==> src/rtl/vga_timing_pkg.sv <==
// rtl/vga_timing_pkg.sv - VGA timing constant sets and total-length helper
//
// Contents:
//   axis_timing_t  : active/front-porch/sync/back-porch lengths for one axis
//   timing_set_t   : horizontal and vertical axis timings for one video mode
//   VGA_640X480_60 : standard 640x480 at 60 Hz (25.175 MHz pixel clock)
//   VGA_800X600_60 : standard 800x600 at 60 Hz (40 MHz pixel clock)
//   VGA_SIM_SMALL  : 12x10 raster, small enough to step through frames quickly
//   timing_total() : sum of the four segment lengths of an axis
package vga_timing_pkg;

    typedef struct packed {
        int active;
        int fp;
        int sync;
        int bp;
    } axis_timing_t;

    typedef struct packed {
        axis_timing_t h;
        axis_timing_t v;
    } timing_set_t;

    localparam timing_set_t VGA_640X480_60 = '{
        h: '{active: 640, fp: 16, sync: 96,  bp: 48},
        v: '{active: 480, fp: 10, sync: 2,   bp: 33}
    };

    localparam timing_set_t VGA_800X600_60 = '{
        h: '{active: 800, fp: 40, sync: 128, bp: 88},
        v: '{active: 600, fp: 1,  sync: 4,   bp: 23}
    };

    localparam timing_set_t VGA_SIM_SMALL = '{
        h: '{active: 8,   fp: 1,  sync: 2,   bp: 1},
        v: '{active: 4,   fp: 2,  sync: 1,   bp: 3}
    };

    function automatic int timing_total(input int active, input int fp,
                                        input int sync, input int bp);
        return active + fp + sync + bp;
    endfunction

endpackage

==> src/rtl/vga_pixel_tick_gen.sv <==
// rtl/vga_pixel_tick_gen.sv - system-clock prescaler producing the pixel strobe
//
// Ports:
//   clk_i   : system clock
//   rst_ni  : asynchronous active-low reset, clears the prescaler
//   en_i    : prescaler advances only while high; held value survives a pause
//   tick_o  : one-clock strobe on the last system clock of each pixel period
module vga_pixel_tick_gen #(
    parameter int CLK_DIV = 4
) (
    input  logic clk_i,
    input  logic rst_ni,
    input  logic en_i,
    output logic tick_o
);

    // A divide-by-1 still needs a 1-bit register; it simply stays at zero.
    localparam int             PW     = (CLK_DIV > 1) ? $clog2(CLK_DIV) : 1;
    localparam logic [PW-1:0]  P_LAST = PW'(CLK_DIV - 1);

    logic [PW-1:0] presc_q;
    logic [PW-1:0] presc_d;
    logic          at_last;

    assign at_last = (presc_q == P_LAST);

    // Combinational from the register so the strobe lines up with the counter
    // state it advances, and drops the instant Enable is removed.
    assign tick_o  = en_i & at_last;

    always_comb begin
        presc_d = presc_q;
        if (en_i) begin
            presc_d = at_last ? '0 : presc_q + 1'b1;
        end
    end

    always_ff @(posedge clk_i or negedge rst_ni) begin
        if (!rst_ni) begin
            presc_q <= '0;
        end else begin
            presc_q <= presc_d;
        end
    end

endmodule

==> src/rtl/vga_timing_gen.sv <==
// rtl/vga_timing_gen.sv - parametrised VGA raster timing generator
//
// Ports:
//   clk_i         : system clock
//   rst_ni        : asynchronous active-low reset, returns raster to (0,0)
//   en_i          : run when 1; freeze all timing when 0
//   pixel_tick_o  : one-clock strobe per pixel period
//   xpos_o        : horizontal position, 0..H_TOTAL-1
//   ypos_o        : vertical position, 0..V_TOTAL-1
//   hsync_o       : horizontal sync, registered, asserted level HS_POL
//   vsync_o       : vertical sync, registered, asserted level VS_POL
//   video_on_o    : registered visible-area flag
//   line_end_o    : strobe on the tick where xpos wraps
//   frame_end_o   : strobe on the tick where xpos and ypos both wrap
//   frame_count_o : 16-bit wrapping frame counter, only present when
//                   VGA_TIMING_FRAME_CNT_EN is defined
module vga_timing_gen
    import vga_timing_pkg::*;
#(
    parameter int CW       = 11,
    parameter int CLK_DIV  = 4,
    parameter int H_ACTIVE = VGA_640X480_60.h.active,
    parameter int H_FP     = VGA_640X480_60.h.fp,
    parameter int H_SYNC   = VGA_640X480_60.h.sync,
    parameter int H_BP     = VGA_640X480_60.h.bp,
    parameter int V_ACTIVE = VGA_640X480_60.v.active,
    parameter int V_FP     = VGA_640X480_60.v.fp,
    parameter int V_SYNC   = VGA_640X480_60.v.sync,
    parameter int V_BP     = VGA_640X480_60.v.bp,
    parameter int HS_POL   = 0,
    parameter int VS_POL   = 0
) (
    input  logic          clk_i,
    input  logic          rst_ni,
    input  logic          en_i,
    output logic          pixel_tick_o,
    output logic [CW-1:0] xpos_o,
    output logic [CW-1:0] ypos_o,
    output logic          hsync_o,
    output logic          vsync_o,
    output logic          video_on_o,
    output logic          line_end_o,
    output logic          frame_end_o
`ifdef VGA_TIMING_FRAME_CNT_EN
    ,
    output logic [15:0]   frame_count_o
`endif
);

    localparam int H_TOTAL = timing_total(H_ACTIVE, H_FP, H_SYNC, H_BP);
    localparam int V_TOTAL = timing_total(V_ACTIVE, V_FP, V_SYNC, V_BP);

    if (CLK_DIV < 1) begin : g_bad_clk_div
        $error("vga_timing_gen: CLK_DIV must be at least 1");
    end
    if (H_TOTAL >= (1 << CW)) begin : g_bad_h_total
        $error("vga_timing_gen: H_TOTAL does not fit in CW bits");
    end
    if (V_TOTAL >= (1 << CW)) begin : g_bad_v_total
        $error("vga_timing_gen: V_TOTAL does not fit in CW bits");
    end

    localparam logic [CW-1:0] X_LAST   = CW'(H_TOTAL - 1);
    localparam logic [CW-1:0] Y_LAST   = CW'(V_TOTAL - 1);
    localparam logic [CW-1:0] X_ACT    = CW'(H_ACTIVE);
    localparam logic [CW-1:0] Y_ACT    = CW'(V_ACTIVE);
    localparam logic [CW-1:0] HS_FIRST = CW'(H_ACTIVE + H_FP);
    localparam logic [CW-1:0] HS_LAST  = CW'(H_ACTIVE + H_FP + H_SYNC - 1);
    localparam logic [CW-1:0] VS_FIRST = CW'(V_ACTIVE + V_FP);
    localparam logic [CW-1:0] VS_LAST  = CW'(V_ACTIVE + V_FP + V_SYNC - 1);
    localparam logic          HS_ON    = (HS_POL != 0);
    localparam logic          VS_ON    = (VS_POL != 0);

    logic          tick;
    logic          x_last;
    logic          y_last;
    logic [CW-1:0] x_q;
    logic [CW-1:0] x_d;
    logic [CW-1:0] y_q;
    logic [CW-1:0] y_d;
    logic          hs_q;
    logic          hs_d;
    logic          vs_q;
    logic          vs_d;
    logic          von_q;
    logic          von_d;

    vga_pixel_tick_gen #(
        .CLK_DIV (CLK_DIV)
    ) u_tick (
        .clk_i  (clk_i),
        .rst_ni (rst_ni),
        .en_i   (en_i),
        .tick_o (tick)
    );

    assign x_last      = (x_q == X_LAST);
    assign y_last      = (y_q == Y_LAST);
    assign line_end_o  = tick & x_last;
    assign frame_end_o = line_end_o & y_last;

    // Sync and blanking decode the next-state position so that, once
    // registered, they change on the same edge as xpos/ypos.  When Enable
    // is low the next state equals the held state, so the syncs hold too.
    always_comb begin
        x_d = x_q;
        y_d = y_q;
        if (tick) begin
            if (x_last) begin
                x_d = '0;
                y_d = y_last ? '0 : y_q + 1'b1;
            end else begin
                x_d = x_q + 1'b1;
            end
        end
        hs_d  = ((x_d >= HS_FIRST) && (x_d <= HS_LAST)) ? HS_ON : ~HS_ON;
        vs_d  = ((y_d >= VS_FIRST) && (y_d <= VS_LAST)) ? VS_ON : ~VS_ON;
        // Blank while paused so renderers never draw a frozen pixel.
        von_d = en_i & (x_d < X_ACT) & (y_d < Y_ACT);
    end

    always_ff @(posedge clk_i or negedge rst_ni) begin
        if (!rst_ni) begin
            x_q   <= '0;
            y_q   <= '0;
            hs_q  <= ~HS_ON;
            vs_q  <= ~VS_ON;
            von_q <= 1'b0;
        end else begin
            x_q   <= x_d;
            y_q   <= y_d;
            hs_q  <= hs_d;
            vs_q  <= vs_d;
            von_q <= von_d;
        end
    end

    assign pixel_tick_o = tick;
    assign xpos_o       = x_q;
    assign ypos_o       = y_q;
    assign hsync_o      = hs_q;
    assign vsync_o      = vs_q;
    assign video_on_o   = von_q;

`ifdef VGA_TIMING_FRAME_CNT_EN
    logic [15:0] frame_cnt_q;

    always_ff @(posedge clk_i or negedge rst_ni) begin
        if (!rst_ni) begin
            frame_cnt_q <= '0;
        end else if (frame_end_o) begin
            frame_cnt_q <= frame_cnt_q + 16'd1;
        end
    end

    assign frame_count_o = frame_cnt_q;
`endif

endmodule

==> config.mk <==
export PLATFORM = sky130hd
export DESIGN_NAME = vga_timing_gen
export DESIGN_NICKNAME = d
export VERILOG_FILES = /design/src/rtl/vga_timing_pkg.sv /design/src/rtl/vga_pixel_tick_gen.sv /design/src/rtl/vga_timing_gen.sv
export SDC_FILE = /design/constraint.sdc
export NUM_CORES = 1
export LEC_CHECK = 0
export ABC_AREA = 1
export BUFFER_PORTS_ARGS = -buffer_cell sky130_fd_sc_hd__buf_2
export CORE_MARGIN = 10
export CORE_UTILIZATION = 50
export DETAILED_ROUTE_END_ITERATION = 7
export GPL_ROUTABILITY_DRIVEN = 0
export GPL_TIMING_DRIVEN = 0
export MAX_ROUTING_LAYER = met4
export PLACE_DENSITY = 0.73
export SLEW_MARGIN = 10
export SYNTH_ARGS = -nofsm -noshare
export SYNTH_HDL_FRONTEND = slang
export SYNTH_SLANG_ARGS = --single-unit
==> constraint.sdc <==
create_clock -name clk_i -period 3.5 [get_ports clk_i]
set_input_delay 0.35 -clock clk_i [delete_from_list [all_inputs] [get_ports clk_i]]
set_output_delay 0.35 -clock clk_i [all_outputs]
set_load 0.02 [all_outputs]
==> out/summary.txt, run 1 <==
XOR/XNOR Fraction of Synth Area: 3.137%
H-tree Lvls: 1
Synth Area per Inst: 7.221 um^2
Initial antenna violation count: 0
Clock Sinks: 27
Die Ht: 77.89 um
Sequential Power Share: 45.9%
Synthesized-area fraction occupied by adder cells: 2.987%
GRT Residual Overflow: 0
Reg area: 678.2 um^2
Mapped Nets: 239
Final instance area: 1921 um^2
Fmax: 0.4361 GHz
R2R cell count: 12
Measured slew at the worst slew-check pin: 0.5950 ns
Dominant cell type by area after synthesis: dfrtp_1
Initial Util: 53.56%
Int Pwr: 0.5248 mW
CORE AREA: 3128 um^2
Vias in the first global route: 1403
Placement Cell Area: 1881 um^2
Max-Cap Viols: 0
Top Ports: 31
First-pass GRT wire length: 6492 um
Reg-to-Reg Start: xpos_o[0]
Net switching power: 0.3968 mW
Final min period: 2.293 ns
Via Count: 1539
Worst EP required: 3.15 ns
Worst Hold Slack: 0.2598 ns
# DRC: 0
Leakage: 1.046 nW
Avg Vias per Cell: 4.949
Die width: 77.89 um
Largest family of logic cells by synthesized area: simple AND/OR/NAND/NOR gates
N_diodes: 0
Fin. max-slew vios: 0
Hold path startpoint: en_i
Sw frac: 43.06%
Max Clock Skew: 0.001336 ns
Simple-gate share of the synthesized area: 38.69%
Mux cell area share after synthesis: 0.6721%
Status: completed
DR WL/cell: 12.29 um
Top post-synthesis cells by area: dfrtp_1 (37%), nand2_1 (13%), inv_1 (9.6%), nand3_1 (8.4%), nor2_1 (6.0%)
Final setup viols: 0
Starting DRC count in detailed routing: 98
RSZ-0062 raised after global routing: false
Largest net degree at the start of global routing: 28
Slowest cell on crit path: dfrtp_1
WS Path Type: flop to output pin
Post-synth top area share: 37.34%
CTS tree: built
Hold Fails Final Rpt: 0
Setup TNS: 0 ns
Worst reg-to-reg setup slack: 1.57 ns
Crit end category: output pin
Min-delay worst type: input port to flop
Compound-Gate Fraction of Synth Area: 3.585%
TritonRoute pass-1 iters: 4
Placed wire-length estimate: 3020 um
Num CTS Buffers: 3
Yosys reg bits: 27
GRT Overall Usage: 13.28%
Clock Tree Root: clkbuf_4
Clock network power share: 15.8%
Site Rows: 20
Post-CTS Setup Inserts: 0
Port bufs: 30
Comb power frac: 38.3%
Post-synthesis cell area: 1675 um^2
Crit Reg-Reg Endpoint: video_on_o
Warnings from Yosys: 0
Crit path max fanout: 9
Hold Path Cell Cnt: 2
Filler Cell Count: 306
Clock Path Buffers: 2
Ys flop type: dfrtp_1
Power Density: 479.9 nW/um^2
Nets: 275
Delay of the slowest critical-path stage: 0.43 ns
Mapped Cells: 232
Cells along the critical path: ha_1 -> nand2_1 -> nor2_4 -> nand3_4 -> or2_1 -> inv_1 -> buf_2
Slew HR: 60.33%
Final period utilization: 65.52%
ANT nets after route: 0
Clock Pin Slew Worst Setup and Hold Paths: 0.15 ns
Worst skew pair latency: 0.34 ns
Asr flop ratio synth: 100.0%
VDD IR max: 0.0003863 V
Count of cell types in the netlist: 29
Die area: 6066 um^2
Worst setup SP type: flop
Core Util, Final: 61.40%
Multi-input logic area: 822.0 um^2
Sequential fraction of the synthesis area: 40.48%
Arr. time, crit path: 1.94 ns
P&R area growth vs syn: 14.64%
Post-CTS resize count: 0
Hold Path Sink: u_tick.presc_q[0]
Share of layout cells above drive strength 1: 18.35%
Number of flops mapped to enable cells by yosys: 0
Drt total wl: 3821 um
## flip-flops by register name, summed over array words and instances, names as in the netlist
signal and flops:
u_tick.presc_q 2, hsync_o 1, vsync_o 1, xpos_o 11
video_on_o 1, ypos_o 11
## synth_stat cells (2+ instances only)
cell type	instances
o21bai_1	2
nor2_1	27
nand3_1	28
dfstp_2	2
xnor2_1	2
xor2_1	4
nand4_1	11
a21oi_1	3
dfrtp_1	25
o21ai_1	2
nor2_2	2
nand2_1	59
inv_1	43
ha_1	4
o21ai_0	4
## power by group through the flow
stage	sequential [mW]	combinational, mW	clock [mW]
after CTS	0.422	0.355	0.151
after detailed placement	0.429	0.355	0
after floorplan	0.469	0.208	0
final	0.423	0.353	0.145
after global routing	0.431	0.399	0.163
after global placement	0.427	0.347	0
## layer usage
| metal | global-route usage, % | vias up | share of wire [%] |
|---|---|---|---|
| li1 | - | 803 | - |
| met1 | 17.08 | 691 | 47 |
| met2 | 20.23 | 40 | 46 |
| met3 | 3.111 | 5 | 5.3 |
| met4 | 3.832 | 0 | 1.4 |
| met5 | - | - | 0 |
## layout make-up
type / instances / share of cell area (%)
inverters: 45 / 8.860
clock inverters: 1 / 0.3909
well taps: 44 / 2.866
flip-flops and latches: 27 / 35.31
repair buffers: 31 / 8.339
clock buffers: 3 / 1.173
plain buffers: 1 / 0.2606
multi-input cells: 159 / 42.80
## cells by family (layout without fill, tap and decap cells)
kind of cell,after synthesis,count (layout)
AOI/OAI and AO/OA,11,11
xor gates and xnor gates,6,6
adders and majority gates,4,4
buffers and inverters,46,81
DFF,27,27
muxes,1,1
and+or+nand+nor,137,137
## critical path: cells and delay by family, from the launching register on
| family | cells | cell delay (ns) |
|---|---|---|
| and+or+nand+nor | 4 | 0.76 |
| DFF | 1 | 0.43 |
| buffers and inverters | 2 | 0.21 |
| adders and majority gates | 1 | 0.19 |
## placed cells by master (no fill, tap or decap), types with 3 or more instances in the layout
cell type / netlist / routed
clkbuf_4: 0 / 3
nand2_1: 59 / 59
nand4_1: 11 / 11
buf_2: 1 / 31
a21oi_1: 3 / 3
dfrtp_1: 25 / 25
nand3_1: 28 / 28
nor2_1: 27 / 27
inv_1: 43 / 43
xor2_1: 4 / 4
ha_1: 4 / 4
o21ai_0: 4 / 4
## metrics by stage
stage               worst slack, ns  instances  power [mW]
global placement              1.616        306      0.7740
finish                        1.207        311      0.9216
global route                  1.043        311      0.9935
detailed placement            1.592        306      0.7836
CTS                           1.190        310      0.9286
floorplan                     1.683        232      0.6775
## worst max path at each step
stage,from,end,slack (ns),cells past startpoint
floorplan,xpos_o[1],frame_end_o,1.68,6
global placement,xpos_o[0],video_on_o,1.62,12
detailed placement,xpos_o[0],frame_end_o,1.59,7
CTS,xpos_o[0],frame_end_o,1.19,7
global route,xpos_o[0],frame_end_o,1.04,7
finish,xpos_o[0],frame_end_o,1.21,7
## what timing repair did
item / 4_1_cts / 5_1_grt
endpoints found under the hold margin: 0 / 2
hold buffers: 0 / 1
endpoints found under the setup margin: 0 / 0
Power figures use the tool's default switching activity.
==> run 2: changes to the inputs <==
--- a/config.mk
+++ b/config.mk
@@ -5,15 +5,15 @@
 export SDC_FILE = /design/constraint.sdc
 export NUM_CORES = 1
 export LEC_CHECK = 0
-export ABC_AREA = 1
+export ABC_AREA = 0
 export BUFFER_PORTS_ARGS = -buffer_cell sky130_fd_sc_hd__buf_2
 export CORE_MARGIN = 10
-export CORE_UTILIZATION = 50
+export CORE_UTILIZATION = 48
 export DETAILED_ROUTE_END_ITERATION = 7
 export GPL_ROUTABILITY_DRIVEN = 0
 export GPL_TIMING_DRIVEN = 0
 export MAX_ROUTING_LAYER = met4
-export PLACE_DENSITY = 0.73
+export PLACE_DENSITY = 0.74
 export SLEW_MARGIN = 10
 export SYNTH_ARGS = -nofsm -noshare
 export SYNTH_HDL_FRONTEND = slang
==> constraint.sdc (replaced) <==
create_clock -name clk_i -period 2 [get_ports clk_i]
set_input_delay 0.2 -clock clk_i [delete_from_list [all_inputs] [get_ports clk_i]]
set_output_delay 0.2 -clock clk_i [all_outputs]
set_load 0.02 [all_outputs]
==> run 2 against run 1 <==
- critical path depth grew 1
- critical endpoint is now vsync_o
- clock power grew 61%
- critical path type is now flop to flop
- the flow now finishes with violations (negative setup slack)
- hold slack lost 0.068 ns
==> out/summary.txt, run 2 <==
XOR/XNOR Fraction of Synth Area: 7.119% (+4.0 points)
Fin. max-slew vios: 0 (unchanged)
Top Ports: 31 (unchanged)
DR WL/cell: 16.22 um (+32%)
Yosys reg bits: 27 (unchanged)
Vias in the first global route: 1253 (-11%)
Crit path max fanout: 6 (-3)
Setup WS post-layout: -0.6242 ns (-1.831 ns)
Clock Tree Root: clkbuf_4
Mapped Cells: 153 (-34%)
Fmax: 0.3811 GHz
Count of cell types in the netlist: 37 (+28%)
Top delay family on crit path: simple AND/OR/NAND/NOR gates
Num CTS Buffers: 3 (unchanged)
Top post-synthesis cells by area: dfrtp_1 (42%), nand2_1 (5.8%), dfstp_2 (3.6%), xnor2_1 (3.6%), xor2_1 (3.6%)
Placed wire-length estimate: 2513 um (-17%)
Arr. time, crit path: 2.87 ns (+0.93 ns)
Setup TNS: -4.094 ns (-4.094 ns)
Asr flop ratio synth: 100.0% (unchanged)
Share of layout cells above drive strength 1: 43.00% (+25 points)
Slew HR: 60.09% (-0.24 points)
Leading cell type in the layout, fill and taps excluded: buf_2
Worst EP required: 2.25 ns (-0.90 ns)
Power Density: 613.2 nW/um^2 (+28%)
GRT Overall Usage: 13.26% (-0.018 points)
Filler Cell Count: 241 (-21%)
Most frequent cells in the layout: buf_2 (27), nand2_1 (21), dfrtp_1 (21)
Buf/Inv on CP: 2 (unchanged)
Via Count: 1354 (-12%)
Worst Hold Slack: 0.1917 ns (-0.06811 ns)
# DRC: 0 (unchanged)
Synthesized-area fraction occupied by adder cells: 3.390% (+0.40 points)
Synth Area per Inst: 9.650 um^2 (+34%)
P&R area growth vs syn: 33.14%
CTS tree: built
Max-Cap Viols: 0 (unchanged)
N_diodes: 0 (unchanged)
Clock Pin Slew Worst Setup and Hold Paths: 0.14 ns (about the same)
Measured slew at the worst slew-check pin: 0.5986 ns (+0.003647 ns)
Avg Vias per Cell: 5.811 (+17%)
CORE AREA: 3003 um^2 (-4.0%)
Slowest cell on crit path: or4_4
Die width: 75.46 um (-3.1%)
TritonRoute pass-1 iters: 4 (unchanged)
Number of flops mapped to enable cells by yosys: 0 (unchanged)
H-tree Lvls: 1 (unchanged)
Largest net degree at the start of global routing: 28 (unchanged)
ANT nets after route: 0 (unchanged)
Hold Fails Final Rpt: 0 (unchanged)
Crit end category: flop
Max Clock Skew: 0.006518 ns (+0.005181 ns)
GRT Residual Overflow: 0 (unchanged)
Mapped Nets: 160 (-33%)
Simple-gate share of the synthesized area: 28.39% (-10 points)
RSZ-0062 raised after global routing: true
VDD IR max: 0.0004365 V (+13%)
Site Rows: 20 (unchanged)
CP most frequent cell: or4_4
Top cells by count, synth: dfrtp_1 (25), nand2_1 (23), nor2_1 (11), nand3_1 (9), o21ai_0 (9)
Post-synth top area share: 42.37% (+5.0 points)
Min-delay worst type: input port to flop
Warnings from Yosys: 0 (unchanged)
Drt total wl: 3779 um (-1.1%)
Cells along the critical path: or4_4 -> or4_4 -> buf_4 -> buf_6 -> nor3_4 -> xor2_1 -> and4_4 -> nand3_1
Final period utilization: 131.2%
Final setup viols: 14 (+14)
Delay of the slowest critical-path stage: 0.55 ns (+0.12 ns)
Die area: 5694 um^2 (-6.1%)
Ys flop type: dfrtp_1
Die Ht: 75.46 um (-3.1%)
Status: finished, violations left
Failing checks: negative setup slack
WS Path Type: flop to flop
Post-synthesis cell area: 1476 um^2 (-12%)
Nets: 208 (-24%)
First-pass GRT wire length: 5823 um (-10%)
Final min period: 2.624 ns
Clock Path Buffers: 2 (unchanged)
Starting DRC count in detailed routing: 121 (+23%)
Worst skew pair latency: 0.32 ns (-0.02 ns)
Initial antenna violation count: 0 (unchanged)
Compound-Gate Fraction of Synth Area: 9.576% (+6.0 points)
Mux cell area share after synthesis: 2.288% (+1.6 points)
Worst setup SP type: flop
Initial Util: 49.17% (-4.4 points)
Top-count cell post-synth: dfrtp_1
Leakage: 0.9698 nW (-7.3%)
Sequential fraction of the synthesis area: 45.93% (+5.5 points)
Port bufs: 29 (-3.3%)
Dominant cell type by area after synthesis: dfrtp_1
Largest family of logic cells by synthesized area: simple AND/OR/NAND/NOR gates
Clock Sinks: 27 (unchanged)
[run 2: through the flow]
stage	instance area [um^2]	cells	utilization [%]	power (mW)	setup WS, ns
final	1966	233	65.46	1.205	-0.6242
after global routing	1966	233	65.46	1.292	-0.7021
after CTS	1792	226	59.67	1.177	-0.5763
after detailed placement	1668	215	55.54	0.9331	-0.7223
after global placement	1668	215	55.54	0.9139	-0.7143
after floorplan	1481	153	-	0.8400	-0.6740
[run 2: routing by layer]
layer  vias to the layer above  wire (um)  GRT usage (%)
li1                        645          -              -
met1                       655       1607          16.59
met2                        47       1881          21.06
met3                         7        240          3.255
met4                         0         49          3.299
met5                         -          0              -
[run 2: kinds of logic after synthesis]
kind of cell,count (synthesis)
muxes,3
DFF,27
AOI/OAI and AO/OA,20
and+or+nand+nor,77
xor gates and xnor gates,12
buffers and inverters,10
adders and majority gates,4
[run 2: cell type report]
cell class	count	area [um^2]	area share, %
multi-input combinational	116	889.6	45.26
sequential	27	683.2	34.75
timing repair buffer	44	280.3	14.26
tap	33	41.29	2.101
inverter	8	37.54	1.910
clock buffer	4	26.28	1.337
buffer	1	7.507	0.3819
[run 2: power breakdown]
group	leakage (nW)	internal, mW	total (mW)	switching (mW)
sequential	0.343	0.603	0.676	0.0729
clock	0.0150	0.0781	0.233	0.155
combinational	0.612	0.133	0.297	0.164
total	0.970	0.814	1.21	0.392
[run 2: repair_timing]
action / CTS / global route
resized for setup: 9 / 29
endpoints found under the setup margin: 14 / 18
endpoints found under the hold margin: 25 / 0
buffers inserted: 7 / 7
pin swaps: 6 / 6
hold buffers: 1 / 0
[run 2: worst paths after layout]
path                                           to      start  slack [ns]  cells after the start
min in group asynchronous               xpos_o[4]     rst_ni        0.39                      2
worst min register to register          xpos_o[7]  xpos_o[7]        0.58                      1
worst max register to register            vsync_o  xpos_o[6]       -0.62                      8
max in group asynchronous              xpos_o[10]     rst_ni        1.18                      2
worst max-delay path                      vsync_o  xpos_o[6]       -0.62                      8
worst min-delay path            u_tick.presc_q[0]       en_i        0.19                      2
==> run 3: changes to the inputs <==
--- a/config.mk
+++ b/config.mk
@@ -8,13 +8,14 @@
 export ABC_AREA = 0
 export BUFFER_PORTS_ARGS = -buffer_cell sky130_fd_sc_hd__buf_2
 export CORE_MARGIN = 10
-export CORE_UTILIZATION = 48
+export CORE_UTILIZATION = 49
 export DETAILED_ROUTE_END_ITERATION = 7
 export GPL_ROUTABILITY_DRIVEN = 0
 export GPL_TIMING_DRIVEN = 0
 export MAX_ROUTING_LAYER = met4
-export PLACE_DENSITY = 0.74
+export PLACE_DENSITY = 0.75
 export SLEW_MARGIN = 10
 export SYNTH_ARGS = -nofsm -noshare
 export SYNTH_HDL_FRONTEND = slang
+export SYNTH_HIERARCHICAL = 1
 export SYNTH_SLANG_ARGS = --single-unit
==> run 3 against run 2 <==
- the run still ends with negative setup slack left
- first-iteration DRC count rose by 79%
- global-route usage is 0.46 points higher
- die area is 5.1% higher
- non-clock buffer count increased by 14
- highest routed layer unchanged
- worst setup slack improved by 0.14 ns
==> out/summary.txt, run 3 <==
Status: finished, violations left
Failing checks: negative setup slack
Final min period: 2.480 ns (-0.1446 ns)
Setup WS post-layout: -0.4796 ns (+0.1446 ns)
Final Instance Count excl. Fillers: 272 (+17%)
Die Ht: 77.35 um (+2.5%)
Core Util, Final: 70.24% (+4.8 points)
Vias in the first global route: 1490 (+19%)
Power Density: 553.0 nW/um^2 (-9.8%)
Worst setup startpoint: xpos_o[6]
Die width: 77.35 um (+2.5%)
Warnings from Yosys: 6 (+6)
Worst skew pair latency: 0.33 ns (about the same)
Crit end category: flop
Most frequent cells in the layout: buf_2 (28), dfrtp_1 (20), buf_4 (19)
Placed cells: 248 (+15%)
Slew HR: 59.71% (-0.38 points)
R2R cell count: 5 (-3)
Top post-synthesis cells by area: dfrtp_1 (39%), xnor2_1 (6.5%), nand2_1 (3.7%), dfstp_2 (3.3%), ha_1 (3.1%)
Count of cell types in the netlist: 43 (+16%)
Via Count: 1562 (+15%)
Site Rows: 20 (unchanged)
Die area: 5983 um^2 (+5.1%)
Setup Slack @ Placement: -0.9493 ns (-0.2271 ns)
Sequential fraction of the synthesis area: 42.08% (-3.9 points)
Initial antenna violation count: 0 (unchanged)
Synth Area per Inst: 9.262 um^2 (-4.0%)
Num CTS Buffers: 3 (unchanged)
Final setup viols: 21 (+7)
Arr. time, crit path: 2.71 ns (-0.16 ns)
Hold Fails Final Rpt: 0 (unchanged)
Clock Sinks: 27 (unchanged)
Hold path startpoint: en_i
Initial Util: 51.94% (+2.8 points)
Delay of the slowest critical-path stage: 0.54 ns (about the same)
Clock Path Buffers: 2 (unchanged)
P&R area growth vs syn: 35.25%
WS Path Type: flop to flop
Post-synthesis cell area: 1612 um^2 (+9.2%)
Mapped Cells: 174 (+14%)
Min-delay worst type: input port to flop
GRT Overall Usage: 13.72% (+0.46 points)
Max Clock Skew: 0.008832 ns (+0.002314 ns)
Fmax: 0.4033 GHz (+5.8%)
Avg Vias per Cell: 5.743 (-1.2%)
TritonRoute pass-1 iters: 4 (unchanged)
Largest net degree at the start of global routing: 28 (unchanged)
Crit path capture: video_on_o
Fin. max-slew vios: 0 (unchanged)
VDD IR max: 0.0002833 V (-35%)
Reg-to-Reg Start: xpos_o[6]
Placed wire-length estimate: 2740 um (+9.0%)
Clock Tree Root: clkbuf_4
Slowest cell on crit path: or4_4
Starting DRC count in detailed routing: 217 (+79%)
ANT nets after route: 0 (unchanged)
Yosys reg bits: 27 (unchanged)
Asr flop ratio synth: 100.0% (unchanged)
Nets: 236 (+13%)
DR WL/cell: 16.47 um (+1.6%)
Port bufs: 30 (+3.4%)
Drt total wl: 4481 um (+19%)
Crit Reg-Reg Endpoint: video_on_o
Max-Cap Viols: 0 (unchanged)
Worst setup SP type: flop
N_diodes: 0 (unchanged)
Worst reg-to-reg setup slack: -0.48 ns (+0.14 ns)
Share of layout cells above drive strength 1: 40.79% (-2.2 points)
GRT Residual Overflow: 0 (unchanged)
Leading cell type in the layout, fill and taps excluded: buf_2
CORE AREA: 3103 um^2 (+3.3%)
H-tree Lvls: 1 (unchanged)
Crit path max fanout: 5 (-1)
First-pass GRT wire length: 6879 um (+18%)
Leakage: 0.9835 nW (+1.4%)
Top Ports: 31 (unchanged)
# DRC: 0 (unchanged)
Measured slew at the worst slew-check pin: 0.6044 ns (+0.005768 ns)
Ys flop type: dfrtp_1
Cells along the critical path: or4_4 -> or4_4 -> or4_4 -> and2_4 -> o311a_1
Post-synth top area share: 38.82% (-3.6 points)
Placement Cell Area: 1846 um^2 (+11%)
RSZ-0062 raised after global routing: true
Top-count cell post-synth: dfrtp_1
CTS tree: built
Dominant cell type by area after synthesis: dfrtp_1
Final instance area: 2180 um^2 (+11%)
Top cells by count, synth: dfrtp_1 (25), nand2_1 (16), nor2_1 (12), xnor2_1 (12), inv_1 (11)
Final period utilization: 124.0% (-7.2 points)
CP most frequent cell: or4_4
Mapped Nets: 181 (+13%)
Number of flops mapped to enable cells by yosys: 0 (unchanged)
Clock Pin Slew Worst Setup and Hold Paths: 0.16 ns (+0.02 ns)
Worst EP required: 2.23 ns (-0.02 ns)
==> run 3: area by class of cell <==
class | instances | area, um^2
Fill cell | 247 | 923.4
Buffer | 5 | 26.28
Clock buffer | 3 | 22.52
Tap cell | 44 | 55.05
Multi-Input combinational cell | 127 | 984.7
Timing Repair Buffer | 54 | 360.3
Sequential cell | 27 | 684.4
Inverter | 11 | 41.29
Clock inverter | 1 | 5.005
==> run 3: cells by family after synthesis <==
| group | Yosys count | synth area share [%] |
|---|---|---|
| multiplexers | 5 | 3.494 |
| AO/OA/AOI/OAI | 30 | 12.66 |
| XOR/XNOR | 14 | 7.609 |
| buffers and inverters | 20 | 5.279 |
| AND/OR/NAND/NOR | 74 | 25.78 |
| adder cells (fa/ha/maj) | 4 | 3.106 |
| flip-flops | 27 | 42.08 |
==> run 3: worst min path at each step <==
stage	end	slack [ns]	cells after the start
floorplan	u_tick/presc_q[0]	-0.1	0
global placement	xpos_o[3]	0.24	1
detailed placement	u_tick/presc_q[1]	0.25	1
CTS	u_tick/presc_q[0]	0.12	2
global route	u_tick/presc_q[0]	0.12	2
finish	u_tick/presc_q[0]	0.12	2
==> run 3: layer usage <==
| metal | track usage [%] | routed length [um] | part of all wire, % | vias to the layer above |
|---|---|---|---|---|
| met3 | 3.917 | 282 | 6.3 | 6 |
| met5 | - | 0 | 0 | - |
| met1 | 15.11 | 1824 | 41 | 768 |
| met4 | 4.380 | 59 | 1.3 | 0 |
| li1 | - | - | - | 737 |
| met2 | 23.41 | 2314 | 52 | 51 |
==> run 3: critical path, delay by kind of cell (launching register included) <==
kind	cells	cell delay, ns
simple gates	4	1.67
flops	1	0.43
compound gates	1	0.28
==> run 3: repair_timing <==
action | CTS | global route
pin swaps | 7 | 5
hold buffers | 1 | 0
hold endpoints to repair | 25 | 0
endpoints found under the setup margin | 20 | 21
gates resized for setup | 18 | 18
setup buffers | 16 | 8
==> run 3: metrics by stage <==
| step | setup TNS (ns) | hold slack [ns] | power (mW) |
|---|---|---|---|
| 2_1_floorplan | -3.236 | -0.09559 | 0.8657 |
| 3_3_place_gp | -5.841 | 0.2380 | 0.9479 |
| 3_5_place_dp | -6.199 | 0.2478 | 0.9632 |
| 4_1_cts | -3.763 | 0.1162 | 1.205 |
| 5_1_grt | -5.075 | 0.1239 | 1.282 |
| 6_report | -3.958 | 0.1153 | 1.205 |
==> run 3: where the power goes <==
group | total, mW | switching (mW) | internal (mW)
Combinational | 0.293 | 0.166 | 0.128
Sequential | 0.667 | 0.0623 | 0.604
Clock | 0.246 | 0.171 | 0.0751
